## src/rtl/bg_pkg.sv

```systemverilog
// bg_pkg: shared definitions for the affine background walker.
//   bg_walk_state_t : line sequencer states (IDLE, WALK, DONE)
//   SCREEN_W        : pixels per scanline
//   ACC_W           : reference accumulator width (signed 20.8)
//   FRAC_W          : fixed-point fraction width
//   sext16()        : sign-extends a signed 8.8 affine parameter to ACC_W
package bg_pkg;

    typedef enum logic [1:0] {
        IDLE,
        WALK,
        DONE
    } bg_walk_state_t;

    localparam int unsigned SCREEN_W = 240;
    localparam int unsigned ACC_W    = 28;
    localparam int unsigned FRAC_W   = 8;

    function automatic logic [ACC_W-1:0] sext16(input logic [15:0] v);
        return {{(ACC_W-16){v[15]}}, v};
    endfunction

endpackage

```

## src/rtl/bg_affine_accum.sv

```systemverilog
// bg_affine_accum: loadable, step-adding accumulator (modulo 2^W).
//   clk_i, rst_i : clock, asynchronous active-high reset (clears to 0)
//   load_i       : load load_val_i (wins over step_i)
//   step_i       : add step_val_i
//   q_o          : registered value
//   d_o          : next-state value (what q_o becomes at the next edge)
module bg_affine_accum
    import bg_pkg::*;
#(
    parameter int unsigned W = ACC_W
) (
    input  logic         clk_i,
    input  logic         rst_i,
    input  logic         load_i,
    input  logic [W-1:0] load_val_i,
    input  logic         step_i,
    input  logic [W-1:0] step_val_i,
    output logic [W-1:0] q_o,
    output logic [W-1:0] d_o
);

    logic [W-1:0] val_q;
    logic [W-1:0] val_d;

    always_comb begin
        val_d = val_q;
        if (load_i) begin
            val_d = load_val_i;
        end else if (step_i) begin
            val_d = val_q + step_val_i;
        end
    end

    always_ff @(posedge clk_i or posedge rst_i) begin
        if (rst_i) begin
            val_q <= '0;
        end else begin
            val_q <= val_d;
        end
    end

    assign q_o = val_q;
    assign d_o = val_d;

endmodule

```

## src/rtl/bg_affine_walker.sv

```systemverilog
// bg_affine_walker: per-scanline sequencer for an affine BG layer.
// Walks SCREEN_W pixels per line_start, stepping the texture reference by
// PA/PC per pixel and PB/PD per line, and emits texel x/y plus oob over a
// valid/ready handshake.
//   clock, reset        : clock, asynchronous active-high reset
//   ref_load, ref_x/y   : load the line reference point (signed 20.8)
//   pa, pb, pc, pd      : signed 8.8 affine parameters
//   hmax, vmax, wrap    : layer size minus one, display-overflow wrap
//   mosaic_h            : horizontal mosaic size minus one
//   line_start          : begin a scanline (ignored while busy)
//   pix_ready/pix_valid : pixel handshake; x, y, oob, pix_idx qualify it
//   busy, line_done     : walking/finishing, one-cycle end-of-line pulse
// Optional feature: define BG_AFFINE_MOSAIC_EN for horizontal mosaic.
module bg_affine_walker
    import bg_pkg::*;
#(
    parameter int unsigned SCREEN_W = bg_pkg::SCREEN_W,
    parameter int unsigned ACC_W    = bg_pkg::ACC_W
) (
    input  logic             clock,
    input  logic             reset,
    input  logic             ref_load,
    input  logic [ACC_W-1:0] ref_x,
    input  logic [ACC_W-1:0] ref_y,
    input  logic [15:0]      pa,
    input  logic [15:0]      pb,
    input  logic [15:0]      pc,
    input  logic [15:0]      pd,
    input  logic [9:0]       hmax,
    input  logic [9:0]       vmax,
    input  logic             wrap,
    input  logic [3:0]       mosaic_h,
    input  logic             line_start,
    input  logic             pix_ready,
    output logic             pix_valid,
    output logic [9:0]       x,
    output logic [9:0]       y,
    output logic             oob,
    output logic [7:0]       pix_idx,
    output logic             busy,
    output logic             line_done
);

    localparam int unsigned INT_W = ACC_W - FRAC_W;

    bg_walk_state_t state_q;
    logic       pix_valid_q, oob_q, busy_q, line_done_q;
    logic [9:0] x_q, y_q;
    logic [7:0] pix_idx_q;

    logic             start, accept, last, adv;
    logic [ACC_W-1:0] step_x, step_y;
    logic [ACC_W-1:0] acc_x_q, acc_y_q, acc_x_d, acc_y_d;
    logic [ACC_W-1:0] lref_x_q, lref_y_q, lref_x_d, lref_y_d;
    logic [9:0]       tex_x, tex_y, x_d, y_d;
    logic             oob_x, oob_y, oob_d;

    assign start  = (state_q == IDLE) && line_start;
    assign accept = (state_q == WALK) && pix_ready;
    assign last   = (pix_idx_q == 8'(SCREEN_W - 1));

`ifdef BG_AFFINE_MOSAIC_EN
    logic [3:0]       mos_q;
    logic [ACC_W-1:0] mos_scale;

    // acc only moves once per mosaic block, so each move covers the whole
    // block width: pixels then read ref, ref, .., ref+(m+1)*pa, ...
    assign adv       = (mos_q == mosaic_h);
    assign mos_scale = {{(ACC_W-5){1'b0}}, ({1'b0, mosaic_h} + 5'd1)};
    assign step_x    = sext16(pa) * mos_scale;
    assign step_y    = sext16(pc) * mos_scale;

    always_ff @(posedge clock or posedge reset) begin
        if (reset) begin
            mos_q <= '0;
        end else if (start) begin
            mos_q <= '0;
        end else if (accept) begin
            mos_q <= (mos_q == mosaic_h) ? 4'd0 : mos_q + 4'd1;
        end
    end

    logic unused_ok;
    assign unused_ok = ^{acc_x_q, acc_y_q, lref_x_d, lref_y_d,
                         acc_x_d[FRAC_W-1:0], acc_y_d[FRAC_W-1:0]};
`else
    assign adv    = 1'b1;
    assign step_x = sext16(pa);
    assign step_y = sext16(pc);

    logic unused_ok;
    assign unused_ok = ^{mosaic_h, acc_x_q, acc_y_q, lref_x_d, lref_y_d,
                         acc_x_d[FRAC_W-1:0], acc_y_d[FRAC_W-1:0]};
`endif

    // Line reference: ref_load wins over the end-of-line PB/PD step.
    bg_affine_accum #(.W(ACC_W)) u_lref_x (
        .clk_i(clock), .rst_i(reset),
        .load_i(ref_load), .load_val_i(ref_x),
        .step_i(state_q == DONE), .step_val_i(sext16(pb)),
        .q_o(lref_x_q), .d_o(lref_x_d)
    );

    bg_affine_accum #(.W(ACC_W)) u_lref_y (
        .clk_i(clock), .rst_i(reset),
        .load_i(ref_load), .load_val_i(ref_y),
        .step_i(state_q == DONE), .step_val_i(sext16(pd)),
        .q_o(lref_y_q), .d_o(lref_y_d)
    );

    bg_affine_accum #(.W(ACC_W)) u_acc_x (
        .clk_i(clock), .rst_i(reset),
        .load_i(start), .load_val_i(lref_x_q),
        .step_i(accept && adv), .step_val_i(step_x),
        .q_o(acc_x_q), .d_o(acc_x_d)
    );

    bg_affine_accum #(.W(ACC_W)) u_acc_y (
        .clk_i(clock), .rst_i(reset),
        .load_i(start), .load_val_i(lref_y_q),
        .step_i(accept && adv), .step_val_i(step_y),
        .q_o(acc_y_q), .d_o(acc_y_d)
    );

    // Coordinates are derived from the accumulators' next state so the
    // registered x/y/oob line up with the pixel the accumulators now hold.
    always_comb begin
        tex_x = acc_x_d[FRAC_W +: 10];
        tex_y = acc_y_d[FRAC_W +: 10];
        oob_x = acc_x_d[ACC_W-1] || (acc_x_d[ACC_W-1:FRAC_W] > INT_W'(hmax));
        oob_y = acc_y_d[ACC_W-1] || (acc_y_d[ACC_W-1:FRAC_W] > INT_W'(vmax));
        x_d   = tex_x;
        y_d   = tex_y;
        oob_d = oob_x || oob_y;
        if (wrap) begin
            x_d   = tex_x & hmax;
            y_d   = tex_y & vmax;
            oob_d = 1'b0;
        end
    end

    always_ff @(posedge clock or posedge reset) begin
        if (reset) begin
            state_q     <= IDLE;
            pix_valid_q <= 1'b0;
            x_q         <= '0;
            y_q         <= '0;
            oob_q       <= 1'b0;
            pix_idx_q   <= '0;
            busy_q      <= 1'b0;
            line_done_q <= 1'b0;
        end else begin
            case (state_q)
                IDLE: begin
                    line_done_q <= 1'b0;
                    if (line_start) begin
                        state_q     <= WALK;
                        busy_q      <= 1'b1;
                        pix_valid_q <= 1'b1;
                        pix_idx_q   <= '0;
                        x_q         <= x_d;
                        y_q         <= y_d;
                        oob_q       <= oob_d;
                    end
                end
                WALK: begin
                    if (pix_ready) begin
                        if (last) begin
                            state_q     <= DONE;
                            pix_valid_q <= 1'b0;
                            line_done_q <= 1'b1;
                        end else begin
                            pix_idx_q <= pix_idx_q + 8'd1;
                            x_q       <= x_d;
                            y_q       <= y_d;
                            oob_q     <= oob_d;
                        end
                    end
                end
                DONE: begin
                    state_q     <= IDLE;
                    busy_q      <= 1'b0;
                    line_done_q <= 1'b0;
                end
                default: state_q <= IDLE;
            endcase
        end
    end

    assign pix_valid = pix_valid_q;
    assign x         = x_q;
    assign y         = y_q;
    assign oob       = oob_q;
    assign pix_idx   = pix_idx_q;
    assign busy      = busy_q;
    assign line_done = line_done_q;

endmodule

```

## config.mk

```make
export PLATFORM = sky130hd
export DESIGN_NAME = bg_affine_walker
export DESIGN_NICKNAME = d
export VERILOG_FILES = /design/src/rtl/bg_pkg.sv /design/src/rtl/bg_affine_accum.sv /design/src/rtl/bg_affine_walker.sv
export SDC_FILE = /design/constraint.sdc
export NUM_CORES = 1
export LEC_CHECK = 0
export BUFFER_PORTS_ARGS = -buffer_cell sky130_fd_sc_hd__buf_2
export CORE_MARGIN = 5
export CORE_UTILIZATION = 30
export CTS_BUF_LIST = sky130_fd_sc_hd__clkbuf_4 sky130_fd_sc_hd__clkbuf_8
export DETAILED_ROUTE_END_ITERATION = 10
export REMOVE_ABC_BUFFERS = 1
export SYNTH_ARGS = -nofsm -noshare
export SYNTH_HDL_FRONTEND = slang
export SYNTH_SLANG_ARGS = --single-unit
```

## constraint.sdc

```tcl
create_clock -name clock -period 8.7 [get_ports clock]
set_clock_uncertainty 0.15 [all_clocks]
set_input_delay 0.87 -clock clock [delete_from_list [all_inputs] [get_ports clock]]
set_output_delay 0.87 -clock clock [all_outputs]
set_load 0.01 [all_outputs]
```

Word level (Yosys, flattened, before mapping)
Cells that the tools add are included.
{"block": "word_totals", "output_inout_bits": 32, "reg_bits": 146, "inputBits": 150}
{"block": "op_classes", "reduce_logical": 17, "n_lt_le_gt_ge": 2, "n_bitwise": 2, "addsub": 5, "eq_ne": 7, "n_mux": 39}
{"op": "$mux 28", "n": 8}
{"op": "$add 28x28->28", "n": 4}
{"op": "$mux 10", "n": 8}
{"op": "$gt 20x10->1", "n": 2}
{"op": "$pmux 10 s2", "n": 2}
{"op": "$mux 8", "n": 3}
{"op": "$and 10x10->10", "n": 2}
{"op": "$pmux 8 s2", "n": 1}
{"op": "$reduce_bool 2->1", "n": 5}
{"op": "$mux 1", "n": 9}
{"op": "$add 8x1->8 const B", "n": 1}
{"op": "$eq 8x8->1 const B", "n": 1}
{"op": "$ne 2x2->1 const B", "n": 4}
{"op": "$pmux 1 s2", "n": 4}
{"op": "$reduce_and 4->1", "n": 2}
{"op": "$mux 2", "n": 3}
{"op": "$reduce_and 3->1", "n": 2}
{"op": "$pmux 2 s2", "n": 1}
{"op": "$logic_or 1x1->1", "n": 3}
{"op": "$eq 2x1->1 const B", "n": 1}
{"op": "$eq 2x2->1 const B", "n": 1}
{"op": "$logic_and 1x1->1", "n": 2}
{"op": "$logic_not 2->1", "n": 1}
{"op": "$reduce_and 2->1", "n": 1}
{"op": "$reduce_or 2->1", "n": 1}

Depth between registers and ports, before layout
{"block": "logic_depth", "ltp_word": 11, "depth_mapped": 23}

By module
Synthesis repeated with hierarchy kept, for this count alone.
{"block": "hier_totals", "hier_cells": 1508, "hier_area_um2": 13022.5}
{"module": "bg_affine_accum (u_acc_x ...)", "cells_per_inst": 314, "seq_area_each_um2": 700.7, "instances": 3, "area_each_um2": 2625.0}
{"module": "bg_affine_accum (u_lref_y)", "cells_per_inst": 314, "seq_area_each_um2": 700.7, "instances": 1, "area_each_um2": 2697.6}
{"module": "bg_affine_walker", "cells_per_inst": 252, "seq_area_each_um2": 850.8, "instances": 1, "area_each_um2": 2449.8}

Worst setup path before layout
Ideal clock, no wire load.
{"block": "synth_timing", "path_kind": "input to register", "startpoint": "input pc[0]", "endpoint": "register oob_q (netlist: oob)", "slack_ns": 3.540, "setup_ns": 0.131, "path_stages": 21, "n_path_buf": 0, "arrival_ns": 4.878, "cell_sequence": "ha_1 -> fa_1 -> a211oi_1 -> o211ai_1 -> nand2_1 -> nor2_1 -> nor3_1 -> o21bai_1 -> a21oi_1 -> xor2_1 -> a21oi_1 -> ha_1 -> a2111o_1 -> nor2_1 -> a211oi_1 -> a211oi_1 -> or4b_4 -> nor4_2 -> nand4_1 -> nor4_1 -> a31oi_1"}
{"block": "synth_via", "elab_chain_cells": 10}
{"item": "from (decl)", "line": "bg_affine_walker.sv:27", "text": "input logic [15:0] pc,"}
{"item": "$add 28x28->28 (*)", "line": "bg_affine_accum.sv:30", "text": "val_d = val_q + step_val_i;"}
{"item": "$mux 28 (*)", "line": "bg_affine_accum.sv:29", "text": "end else if (step_i) begin"}
{"item": "$mux 28 (*)", "line": "bg_affine_accum.sv:27", "text": "if (load_i) begin"}
{"item": "net acc_y_d[14]", "line": "bg_affine_walker.sv:53", "text": "logic [ACC_W-1:0] acc_x_q, acc_y_q, acc_x_d, acc_y_d;"}
{"item": "$gt 20x10->1 (*)", "line": "bg_affine_walker.sv:131", "text": "oob_y = acc_y_d[ACC_W-1] || (acc_y_d[ACC_W-1:FRAC_W] > INT_W'(vmax));"}
{"item": "$logic_or 1x1->1 (*)", "line": "bg_affine_walker.sv:131"}
{"item": "$logic_or 1x1->1 (*)", "line": "bg_affine_walker.sv:134", "text": "oob_d = oob_x || oob_y;"}
{"item": "$mux 1 (*)", "line": "bg_affine_walker.sv:135", "text": "if (wrap) begin"}
{"item": "$mux 1", "line": "bg_affine_walker.sv:168", "text": "if (last) begin"}
{"item": "$mux 1", "line": "bg_affine_walker.sv:167", "text": "if (pix_ready) begin"}
{"item": "$pmux 1 s2 (*)", "line": "bg_affine_walker.sv:153", "text": "case (state_q)"}
{"item": "to (signal assigned)", "line": "bg_affine_walker.sv:163", "text": "oob_q <= oob_d;"}
{"item": "to (signal assigned)", "line": "bg_affine_walker.sv:176", "text": "oob_q <= oob_d;"}
{"item": "to (decl)", "line": "bg_affine_walker.sv:47", "text": "logic pix_valid_q, oob_q, busy_q, line_done_q;"}
Mark *: on every way through the listed nets, which the timed path passes. The rest lies on a longest branch. The select of a mux whose other input is x is not followed.
A chain may end at the register's enable or synchronous reset.

Worst setup path in the final report
{"block": "layout_timing", "startpoint": "input pc[6]", "endpoint": "register oob_q (netlist: oob)"}
Same word-level chain as after synthesis.

==> impl_results.md <==
* Multi-input gate area at 8480 um2
* Cell family with the largest share of critical-path delay: compound AO/OA/AOI/OAI gates
* Number of H-tree levels at 4
* P per Cell Area at 261 nW/um2
* Syn. warnings at 0
* 1st-iter DRT viols at 775
* Final setup fails at 0
* Total clock sinks at 146
* Post-CTS Hold Fix Bufs at 0
* CP dominant cell by count: nor2_1
* Top_reg_cell synth: dfrtp_1
* Root Driver: clkbuf_8
* Worst-case clock buffer depth at 2
* CP arrival at 5.75 ns
* Design area at 14500 um2
* Die W at 215 um
* Area growth, synth to finish at 14.4%
* Total setup buffers inserted after CTS at 0
* DRC violations left at 0
* Tmin final at 5.53 ns
* Synth area leaders: dfrtp_1 (29%), ha_1 (15%), o21ai_0 (5.7%), a21oi_1 (5.6%), nand2_1 (4.4%)
* Worst slew pin tran at 1.02 ns
* Reg area at 3650 um2
* Most frequent cells in the layout: buf_2 (176), ha_1 (149), nand2_1 (147), dfrtp_1 (146), o21ai_0 (144)
* Hold crit path type: reg -> reg
* Global-route wire length before repair at 63900 um
* Vias per inst at 5.32
* Startpoint types: input pin
* Final setup TNS at 0 ns
* Io pins at 182
* Initial Util at 30.3%
* Placer Congestion at 0.839
* GR Util All Layers at 17.0%
* Largest stage delay on the critical path at 0.50 ns
* Syn Std Cell Area at 12600 um2
* Post-synth ARST share at 100%
* Post-detail-place hpwl at 30500 um
* WP data required at 8.92 ns
* Post-DRT Antenna Nets at 0
* CTS buffer count at 17
* Vias in the first global route at 11739
* Synth Register Bits at 146
* Max IR drop VDD at 0.0997 mV
* Mean routed wirelength per cell at 18.0 um
* Fmax at 0.181 GHz
* Post-synthesis xor/xnor area fraction at 5.20%
* Hold Fails Final Rpt at 0
* FP Rows at 75
* PortBufs at 177
* Largest net degree at the start of global routing at 95
* CORE AREA at 41800 um2
* Worst-path clk slew at 0.09 ns
* Worst-path cell chain: buf_2 > ha_1 > a2111oi_0 > nor3b_1 > a21oi_1 > a21oi_1 > a221oi_2 > xnor2_1 > nor2_1 > nor2_1 > ha_1 > a2111o_1 > nor2_1 > o211ai_1 > a211oi_1 > or4b_4 > nor4_2 > nand4_1 > nor4_1 > a31oi_1
* Yosys cell types at 81
* Via count at 11804
* Commonest non-fill, non-tap cell in the layout: buf_2
* Period utilization at 63.6%
* Avg Synthesized Cell Area at 8.31 um2
* DRT Pass-1 Iters at 6
* GR Overflow Total at 0
* Largest family of logic cells by synthesized area: compound AO/OA/AOI/OAI gates
* Simple-Gate Fraction of Synth Area at 17.4%
* Area leader, netlist: dfrtp_1
* Synth Area in Adders at 15.4%
* Clk Latency, worst-skew pair at 0.50 ns
* Ratio of cells with drive above 1 in the final layout at 15.0%
* Cts repair resizes at 0
* DIE AREA at 46300 um2
* Status: completed
* Post-layout nets at 1966
* Crit path buffers/inverters at 1
* Proportion of synthesized area in mux cells at 1.98%
* Max-slew violations at 0
* Top-area cell type share of the netlist area at 28.9%
* Die Y at 215 um
* Rel. slew slack at 31.0%
* Crit. End Element: flop
* Post-synth EDFFs at 0
* Initial antenna violation count at 14
* CTS tree: built
* Sequential element share of the synthesized area at 28.9%
* Compound-Gate Fraction of Synth Area at 27.1%
* Maxcap violations at 0
* CP Class: in -> reg
* Leakage at 6.71 nW
* Routed WL at 40000 um
* Post-Syn Instances at 1520
* Placed cell area at 14000 um2
* Crit Path Max Fanout at 5
* Crit-path slowest cell: or4b_4
* Number of fill cells at 4377
* Unrepaired setup endpoints after global routing: no
## cell type report
type	instances	share of cell area, %
Clock inverter	12	0.901
Multi-Input combinational cell	1241	58.7
Timing Repair Buffer	188	6.72
Inverter	69	1.83
Clock buffer	20	1.82
Antenna cell	5	0.0866
Tap cell	539	4.67
Sequential cell	146	25.3
## path summary, 6_finish.rpt
check / start / to / slack [ns] / depth (start not counted)
max: pc[6] / oob / 3.17 / 20
min: x[6] / x[6] / 0.33 / 2
max reg2reg: u_acc_y.q_o[0] / oob / 3.26 / 21
min reg2reg: x[6] / x[6] / 0.33 / 2
max in group asynchronous: reset / u_acc_y.q_o[27] / 6.64 / 3
min in group asynchronous: reset / u_acc_x.q_o[0] / 0.40 / 2
## stage by stage
| stage | power [mW] | setup slack [ns] | instances | utilization, % | hold WS (ns) |
|---|---|---|---|---|---|
| finish | 3.77 | 3.17 | 2220 | 34.6 | 0.332 |
| global route | 4.12 | 2.87 | 2218 | 34.6 | 0.361 |
| CTS | 3.79 | 3.20 | 2215 | 34.6 | 0.338 |
| detailed placement | 3.20 | 2.68 | 2183 | 33.6 | 0.316 |
| global placement | 3.15 | 2.70 | 2183 | 33.6 | 0.311 |
| floorplan | 2.63 | 3.51 | 1456 | - | 0.300 |
## where the power goes
group          switching (mW)  internal [mW]  leakage (nW)
Clock                   0.301          0.269         0.201
Combinational            1.25          0.921          4.76
Sequential              0.143          0.884          1.76
## registers in the layout, summed over array words and instances, names as in the netlist
name	count
x	10
line_done	1
state_q	2
u_acc_y.q_o	28
u_lref_y.q_o	28
y	10
pix_idx	8
pix_valid	1
oob	1
busy	1
u_lref_x.q_o	28
u_acc_x.q_o	28
## worst reg2reg max path: cells and delay by family (launching register included)
family	cells	cell delay (ns)
AOI/OAI and AO/OA	9	1.92
xor gates and xnor gates	1	0.16
adders and majority gates	3	0.94
DFF	1	0.39
and+or+nand+nor	8	1.74
## cell families (layout without fill, tap and decap cells)
family,count (synthesis),count (layout)
flip-flops,146,146
AO/OA/AOI/OAI,539,539
other,0,5
AND/OR/NAND/NOR,450,450
XOR/XNOR,75,75
adder cells (fa/ha/maj),153,153
buffers and inverters,133,289
multiplexers,24,24
## synthesized netlist by cell type, types with 30 or more instances
library cell,count
ha_1,149
nand2_1,148
dfrtp_1,146
o21ai_0,144
a21oi_1,142
nor2_1,114
inv_1,69
clkbuf_1,53
a21o_1,49
xnor2_1,46
nor3_1,39
nand3_1,30
## per-layer routing
metal	vias to the layer above	global-route usage, %	part of all wire, %
met2	244	27.8	47
met1	5595	22.3	46
met5	-	0	0.22
met3	51	4.71	5.7
li1	5898	-	-
met4	16	4.44	1.6
Note: power is estimated with default switching activity, not from simulation.
